File: config.mk
export PLATFORM = sky130hd
export DESIGN_NAME = pc_gen_btb
export DESIGN_NICKNAME = d
export VERILOG_FILES = /design/src/rtl/pc_gen_btb.sv
export SDC_FILE = /design/constraint.sdc
export NUM_CORES = 1
export LEC_CHECK = 0
export CORE_MARGIN = 4
export CORE_UTILIZATION = 55
export CTS_CLUSTER_DIAMETER = 100
export DETAILED_ROUTE_END_ITERATION = 10
export PLACE_DENSITY = 0.75
export SYNTH_ARGS = -nofsm -noshare
export SYNTH_HDL_FRONTEND = slang
export SYNTH_SLANG_ARGS = --single-unit
File: constraint.sdc
create_clock -name clk -period 5.47 [get_ports clk]
set_clock_uncertainty 0.1 [all_clocks]
set_input_delay 1.3675 -clock clk [delete_from_list [all_inputs] [get_ports clk]]
set_output_delay 1.3675 -clock clk [all_outputs]
set_load 0.1 [all_outputs]
File: src/rtl/pc_gen_btb.sv
// Fetch-stage PC generator with a direct-mapped branch target buffer.
// Each BTB entry carries a 2-bit saturating counter; lookup is combinational on PCF.
module pc_gen_btb #(
  parameter int              XLEN         = 32,
  parameter logic [XLEN-1:0] RESET_VECTOR = '0,
  parameter int              BTB_ENTRIES  = 16
) (
  input  logic            clk,
  input  logic            rst,
  input  logic            StallF,
  input  logic            RedirectE,
  input  logic [XLEN-1:0] RedirectPCE,
  input  logic            BrUpdE,
  input  logic [XLEN-1:0] BrPCE,
  input  logic            BrTakenE,
  input  logic [XLEN-1:0] BrTargetE,
  input  logic            FlushBTB,
  output logic [XLEN-1:0] PCF,
  output logic [XLEN-1:0] PCPlus4F,
  output logic            PredTakenF,
  output logic [XLEN-1:0] PredTargetF
);

  localparam int IDX  = $clog2(BTB_ENTRIES);
  localparam int TAGW = XLEN - IDX - 2;

  logic [XLEN-1:0]                  pc_reg, pc_next;
  logic [BTB_ENTRIES-1:0]           valid_reg, valid_next;
  logic [BTB_ENTRIES-1:0][1:0]      ctr_reg, ctr_next;
  logic [TAGW-1:0]                  tag_mem    [BTB_ENTRIES];
  logic [XLEN-1:0]                  target_mem [BTB_ENTRIES];

  // Lookup on the current fetch PC; sees pre-edge BTB contents only.
  logic [IDX-1:0]  lk_idx;
  logic [TAGW-1:0] lk_tag;
  logic            lk_hit;

  assign lk_idx      = pc_reg[IDX+1:2];
  assign lk_tag      = pc_reg[XLEN-1:IDX+2];
  assign lk_hit      = valid_reg[lk_idx] && (tag_mem[lk_idx] == lk_tag);
  assign PredTakenF  = lk_hit && ctr_reg[lk_idx][1];
  assign PredTargetF = PredTakenF ? target_mem[lk_idx] : '0;
  assign PCF         = pc_reg;
  assign PCPlus4F    = pc_reg + XLEN'(4);

  // Training port from the execute stage.
  logic [IDX-1:0]  upd_idx;
  logic [TAGW-1:0] upd_tag;
  logic            upd_hit;
  logic            upd_en;
  logic            wr_en;
  logic [1:0]      upd_ctr;
  logic [1:0]      ctr_inc;
  logic [1:0]      ctr_dec;

  assign upd_idx = BrPCE[IDX+1:2];
  assign upd_tag = BrPCE[XLEN-1:IDX+2];
  assign upd_hit = valid_reg[upd_idx] && (tag_mem[upd_idx] == upd_tag);
  assign upd_en  = BrUpdE && !FlushBTB;
  assign wr_en   = upd_en && BrTakenE && !rst;
  assign upd_ctr = ctr_reg[upd_idx];
  assign ctr_inc = (upd_ctr == 2'b11) ? 2'b11 : upd_ctr + 2'b01;
  assign ctr_dec = (upd_ctr == 2'b00) ? 2'b00 : upd_ctr - 2'b01;

  generate
    for (genvar gi = 0; gi < BTB_ENTRIES; gi++) begin : g_entry
      logic entry_sel;
      assign entry_sel = upd_en && (upd_idx == IDX'(gi));
      // A taken outcome always leaves the entry valid, whether it hit or allocated.
      assign valid_next[gi] = FlushBTB ? 1'b0 :
                              (entry_sel && BrTakenE) ? 1'b1 : valid_reg[gi];
      assign ctr_next[gi]   = !entry_sel ? ctr_reg[gi] :
                              upd_hit    ? (BrTakenE ? ctr_inc : ctr_dec) :
                              BrTakenE   ? 2'b10 : ctr_reg[gi];
    end
  endgenerate

  always_comb begin
    pc_next = PCPlus4F;
    if (RedirectE)       pc_next = RedirectPCE;
    else if (StallF)     pc_next = pc_reg;
    else if (PredTakenF) pc_next = PredTargetF;
  end

  always_ff @(posedge clk) begin
    if (rst) begin
      pc_reg    <= RESET_VECTOR;
      valid_reg <= '0;
      ctr_reg   <= '0;
    end else begin
      pc_reg    <= pc_next;
      valid_reg <= valid_next;
      ctr_reg   <= ctr_next;
    end
  end

  // Tag and target need no reset: a cleared valid bit masks them.
  always_ff @(posedge clk) begin
    if (wr_en) begin
      tag_mem[upd_idx]    <= upd_tag;
      target_mem[upd_idx] <= BrTargetE;
    end
  end

endmodule

==> results of run 1 <==
-- layer usage --
metal / track usage / vias up
li1: - / 10500
met3: 0.0883 / 356
met1: 0.400 / 13700
met2: 0.467 / 2205
met5: 0 / -
met4: 0.111 / 8
-- timing repair --
| item | 4_1_cts | 5_1_grt |
|---|---|---|
| pin swaps | 19 | 16 |
| setup buffers | 37 | 10 |
| gates resized for setup | 68 | 24 |
| endpoints found under the hold margin | 0 | 0 |
| gates cloned | 9 | 4 |
| setup endpoints to repair | 33 | 73 |
-- critical path, delay by kind of cell (launching register included) --
kind                      cells  cell delay [ns]
buffers and inverters         6             1.01
AOI/OAI and AO/OA             1             0.28
DFF                           1             0.37
muxes                         2             1.00
xor gates and xnor gates      1             0.19
and+or+nand+nor               3             0.86
-- synthesized netlist by cell type, types with 10 or more instances --
library cell / number / area share
mux4_2: 343 / 0.17
dfxtp_1: 84 / 0.038
nand2b_1: 38 / 0.0054
buf_2: 58 / 0.0066
nand3_1: 21 / 0.0024
inv_1: 26 / 0.0022
nand4_1: 15 / 0.0021
xnor2_1: 61 / 0.012
clkbuf_1: 63 / 0.0053
a221o_1: 11 / 0.0025
nand2_1: 61 / 0.0052
nor2b_1: 23 / 0.0033
buf_6: 10 / 0.0025
buf_4: 14 / 0.0024
edfxtp_1: 928 / 0.63
mux2i_1: 138 / 0.031
nor2_1: 115 / 0.0098
o21ai_1: 16 / 0.0018
a21oi_1: 69 / 0.0078
xor2_1: 25 / 0.0049
nor4_1: 10 / 0.0014
a22oi_1: 30 / 0.0051
mux2_2: 56 / 0.014
o22ai_1: 25 / 0.0035
o21a_1: 18 / 0.0031
o21ai_0: 24 / 0.0027
nor3_1: 12 / 0.0014
-- cells by family (layout without fill, tap and decap cells) --
family / Yosys count / in the layout / share of synthesized area
multiplexers: 537 / 537 / 0.220
other: 0 / 4 / 0
buffers and inverters: 184 / 613 / 0.0201
AO/OA/AOI/OAI: 242 / 242 / 0.0359
XOR/XNOR: 86 / 86 / 0.0170
flip-flops: 1012 / 1012 / 0.668
AND/OR/NAND/NOR: 336 / 336 / 0.0383
adder cells (fa/ha/maj): 2 / 2 / 0.000509
-- layout make-up --
cell class	instances	share of cell area
flip-flops and latches	1012	0.555
multi-input cells	1203	0.268
repair buffers	395	0.0854
clock buffers	128	0.0501
well taps	1050	0.0247
clock inverters	60	0.0136
inverters	30	0.00235
diodes	4	0.000188
-- metrics by stage --
step	hold slack (ns)	cell area (µm²)	setup slack [ns]	TNS [ns]	power, W
finish	0.370	53300	-0.417	-11.90	0.0175
detailed placement	0.361	48700	-0.141	-3.47	0.0104
global route	0.398	53200	-0.456	-13.57	0.0179
floorplan	0.345	44300	-0.0257	-10.85	0.00979
global placement	0.359	48700	-0.118	-3.17	0.0104
CTS	0.376	53000	-0.316	-9.95	0.0175
-- worst paths after layout --
kind               startpoint              to  cells after the start
setup reg to reg    flip-flop          PCF[5]                     29
hold reg to reg   ctr_reg[30]     ctr_reg[30]                      2
setup / recovery    flip-flop  PredTargetF[3]                     13
hold / removal    ctr_reg[30]     ctr_reg[30]                      2
-- cell usage in the layout, fill, tap and decap left out, types with 34 or more instances in the layout --
cell             instances
clkdlybuf4s50_1        133
edfxtp_1               928
mux2i_1                138
nor2_4                  34
xnor2_1                 56
mux4_2                 343
clkbuf_16              104
buf_4                  162
buf_12                  75
nor2_1                  81
dfxtp_1                 78
mux2_2                  56
nand2_1                 61
nand2b_1                38
a21oi_1                 69
-- power by group through the flow --
stage | Clock, W | Combinational [W] | Sequential (W)
global placement | 0 | 0.00169 | 0.00872
CTS | 0.00709 | 0.00183 | 0.00856
floorplan | 0 | 0.000999 | 0.00879
finish | 0.00705 | 0.00186 | 0.00857
global route | 0.00744 | 0.00193 | 0.00857
detailed placement | 0 | 0.00172 | 0.00872
==> flow_metrics.tcl, run 1 <==
set metrics [dict create \
    status "finished with violations" \
    violations "setup timing" \
    synthFlopType "edfxtp_1" \
    grt-ovfl-total 0 \
    design.core.area_um2 79400 \
    vias_per_cell 6.91 \
    postLayoutSetupSlackWorst_ns -0.417 \
    fin_cells 3882 \
    crit_slowest_cell "mux4_2" \
    grt_max_degree 93 \
    reg.largest.list "target_mem x512, tag_mem x416" \
    synth_edf_count 928 \
    first_pass_iters 5 \
    clkLatencyLatePin_ns 0.69 \
    p_clk_frac 0.403 \
    dieArea_um2 85000 \
    cp.required_ns 4.00 \
    ant_nets 0 \
    dp_cells 3636 \
    wl_per_cell_um 33.1 \
    ys_types 66 \
    gp_congestion 0.895 \
    rrSetupSlack_ns 0.16 \
    switching_share 0.239 \
    largest_reg_flops 512 \
    finalCritPeriodShare 1.08 \
    dr_total_vias 26800 \
    power_frac_comb 0.106 \
    cp.arrival_ns 4.42 \
    cts_inserted_buffers 100 \
    root_buffer "clkbuf_16" \
    clk_pin_slew_worst_paths_ns 0.06 \
    fmax_mhz 170 \
    relSlewSlack 0.283 \
    drt-met1-wl_mm 45.8 \
    maxSlewViolCount 0 \
    cts_max_path_buffers 3 \
    synthesis.area_um2 44200 \
    die_w_um 292 \
    io_pins 200 \
    wirelength_mm 128 \
    die_h_um 292 \
    synth_area_per_cell_um2 18.4 \
    fin_util 0.671 \
    cp-start-kind "flip-flop" \
    power.internal_w 0.0133 \
    grt_pass1_wl_mm 185 \
    max_stage_delay_ns 0.51 \
    crit_fanout 7 \
    drc 0 \
    max-vdd-ir-drop_mv 0.320 \
    rsz0062_at_grt "true" \
    power_switching_w 0.00418 \
    route.met2.wl_mm 60.6 \
    worst_pin_slew_ns 1.07 \
    path_class "reg2out" \
    grt_pass1_vias 27200 \
    dp_hpwl_mm 77.2 \
    track_usage 0.297 \
    netlist_instances 2399 \
    postCtsHoldBufs 0 \
    layout.nets 2846 \
    wl_met3_mm 16.9 \
    path_cells "buf_12, buf_12, buf_12, mux4_2, mux4_2, xor2_2, nor4_4, buf_4, nand3_4, or3_4, buf_8, a211oi_4, buf_12" \
    end_kind "output port" \
    antenna_found_initial 8 \
    multi_input_comb_area_um2 14300 \
    finalSetupViolCount 33 \
    ys_seq_area_frac 0.668 \
    power_frac_seq 0.490 \
    min_period_ns 5.89 \
    max_cap_viol_count 0 \
    p_leak_nw 17.1 \
    synthToLayoutAreaGrowth_pct 20.4 \
    cts_tree "yes" \
    cts.sinks 1012 \
    crit_path_frequent_cell "buf_12" \
    fill_cells 5042 \
    row_count 103 \
    io_buffers 197 \
    synth_seq_cells 1012 \
    syn-num-nets 2503 \
    drive_above_1_share 0.322 \
    ys_warn_count 0 \
    cts-htree-levels 3 \
    hold_class "reg2reg" \
    hold_viol_final 0 \
    ff_latch_area_um2 29600 \
    drt-initial-drc-count 4087 \
    initial_core_util 0.557 \
    routed.top_layer "met5" \
    ys_async_sr_fraction 0 \
    regMostFlops "target_mem" \
    power_density_nw_per_um2 328 \
]
Power figures use the tool's default switching activity.
==> run 2, diff against run 1 <==
- GPL_ROUTABILITY_DRIVEN: unset -> 0
- MAX_ROUTING_LAYER: unset -> met4
- PLACE_DENSITY: 0.75 -> 0.83
==> run 2 against run 1 <==
The flow still finishes with violations (setup timing). Power down 0.50%. Clock power is 1% lower. Die area is the same. Non-clock buffer count fell by 19. Utilization fell by 0.44 points. Routed wire length grew 9.5%. Final area decreased by 0.66%. First-iteration DRC count is 22% higher. Global-route usage increased by 3.6 points. Combinational power about the same. Maximum frequency grew 0.41%. Sequential share of layout area rose by 0.36 points. Critical path type unchanged. Critical endpoint is now PredTargetF[0]. Largest cell class unchanged. Largest power group unchanged.
==> flow_metrics.tcl, run 2 (synthesis gave the netlist of run 1 again) <==
set metrics [dict create \
    fin_util 0.666 \
    grt-ovfl-total 0 \
    status "finished with violations" \
    vias_per_cell 7.23 \
    io_buffers 197 \
    drive_above_1_share 0.310 \
    cts_max_path_buffers 3 \
    fmax_mhz 171 \
    layout_commonest_cell "edfxtp_1" \
    worst_pin_slew_ns 1.06 \
    path_cells "buf_12, buf_12, buf_16, mux4_2, mux4_2, xnor2_1, nand4_1, a2111o_1, or3_4, buf_12, buf_16, nor2b_4, buf_12" \
    design.core.area_um2 79400 \
    reg.largest.list "target_mem x512, tag_mem x416" \
    min_period_ns 5.86 \
    p_leak_nw 16.9 \
    cp-start-kind "flip-flop" \
    hold_class "reg2reg" \
    violations "setup timing" \
    largest_reg_flops 512 \
    grt_pass1_vias 28300 \
    crit_path_frequent_cell "buf_12" \
    cts-htree-levels 3 \
    path_delay_family "multiplexers" \
    post-route-cell-area_um2 52900 \
    row_count 103 \
    crit_fanout 8 \
    initial_core_util 0.557 \
    io_pins 200 \
    relSlewSlack 0.292 \
    hold_ws_ns 0.376 \
    die_h_um 292 \
    dieArea_um2 85000 \
    finalSetupViolCount 37 \
    max_stage_delay_ns 0.60 \
    dp_hpwl_mm 79.9 \
    track_usage 0.333 \
    clk_pin_slew_worst_paths_ns 0.06 \
    power_w 0.0174 \
    wl_per_cell_um 36.4 \
    path_class "reg2out" \
    max_cap_viol_count 0 \
    drc 0 \
    cts_tree "yes" \
    regMostFlops "target_mem" \
    crit_slowest_cell "mux4_2" \
    dpl_cell_area_um2 48700 \
    layout.nets 2826 \
    cp.required_ns 4.00 \
    cp_num_buf_inv 6 \
    root_buffer "clkbuf_16" \
    final_cell_mix "edfxtp_1 (928), mux4_2 (343), buf_4 (141)" \
    cts_inserted_buffers 99 \
    cp.arrival_ns 4.40 \
    cts.sinks 1012 \
    clkLatencyLatePin_ns 0.70 \
    antenna_found_initial 13 \
    wirelength_mm 140 \
    synthToLayoutAreaGrowth_pct 19.6 \
    grt_pass1_wl_mm 199 \
    postLayoutSetupSlackWorst_ns -0.393 \
    ant_nets 0 \
    dp_slack_ns 0.130 \
    fill_cells 4830 \
    power_density_nw_per_um2 329 \
    maxSlewViolCount 0 \
    grt_max_degree 95 \
    postCtsHoldBufs 0 \
    die_w_um 292 \
    first_pass_iters 6 \
    drt-initial-drc-count 4969 \
    max-vdd-ir-drop_mv 0.315 \
    hold_viol_final 0 \
    end_kind "output port" \
    dr_total_vias 27900 \
    finalCritPeriodShare 1.07 \
    rsz0062_at_grt "true" \
]
==> run 2: layout make-up <==
cell class | count | area, µm² | share of cell area
clock inverters | 50 | 607 | 0.0115
well taps | 1050 | 1310 | 0.0248
repair buffers | 376 | 4410 | 0.0834
flip-flops and latches | 1012 | 29600 | 0.559
inverters | 30 | 125 | 0.00237
diodes | 15 | 37.5 | 0.000710
multi-input cells | 1203 | 14200 | 0.269
clock buffers | 126 | 2630 | 0.0498
==> run 2: routing by layer <==
metal | vias to the layer above | GRT usage | share of wire | wire, µm
met5 | - | - | 0 | 0
met2 | 2899 | 0.509 | 0.48 | 67000
met4 | 0 | 0.156 | 0.055 | 7700
met1 | 13900 | 0.413 | 0.32 | 45300
met3 | 574 | 0.102 | 0.15 | 20500
li1 | 10500 | - | - | -
==> run 2: worst min-delay path: stages (launching register included) <==
cell and delay, ns:
dfxtp_1 0.30, nand2b_1 0.06, mux2i_1 0.06
==> run 2: worst paths after layout <==
path                                   from  cells past startpoint        endpoint  slack, ns
worst max-delay path              flip-flop                     13  PredTargetF[0]      -0.39
worst min-delay path            ctr_reg[22]                      2     ctr_reg[22]       0.38
worst max register to register    flip-flop                     11       flip-flop       1.23
worst min register to register  ctr_reg[22]                      2     ctr_reg[22]       0.38
==> run 2: power breakdown <==
part / internal [W] / switching, W / total, W
sequential: 0.00848 / 0.0000816 / 0.00856
clock: 0.00390 / 0.00306 / 0.00695
combinational: 0.000745 / 0.00113 / 0.00187
total: 0.0131 / 0.00427 / 0.0174
==> run 2: per-stage QoR <==
step	cells	TNS, ns
floorplan	2399	-10.85
global placement	3623	0
detailed placement	3623	0
CTS	3839	-7.35
global route	3860	-14.95
finish	3862	-11.64
==> run 2: repair_timing <==
item	in CTS	in global routing
endpoints found under the hold margin	0	0
pin swaps	26	11
setup endpoints to repair	33	33
cloned	9	0
resized for setup	55	15
buffers inserted	31	10
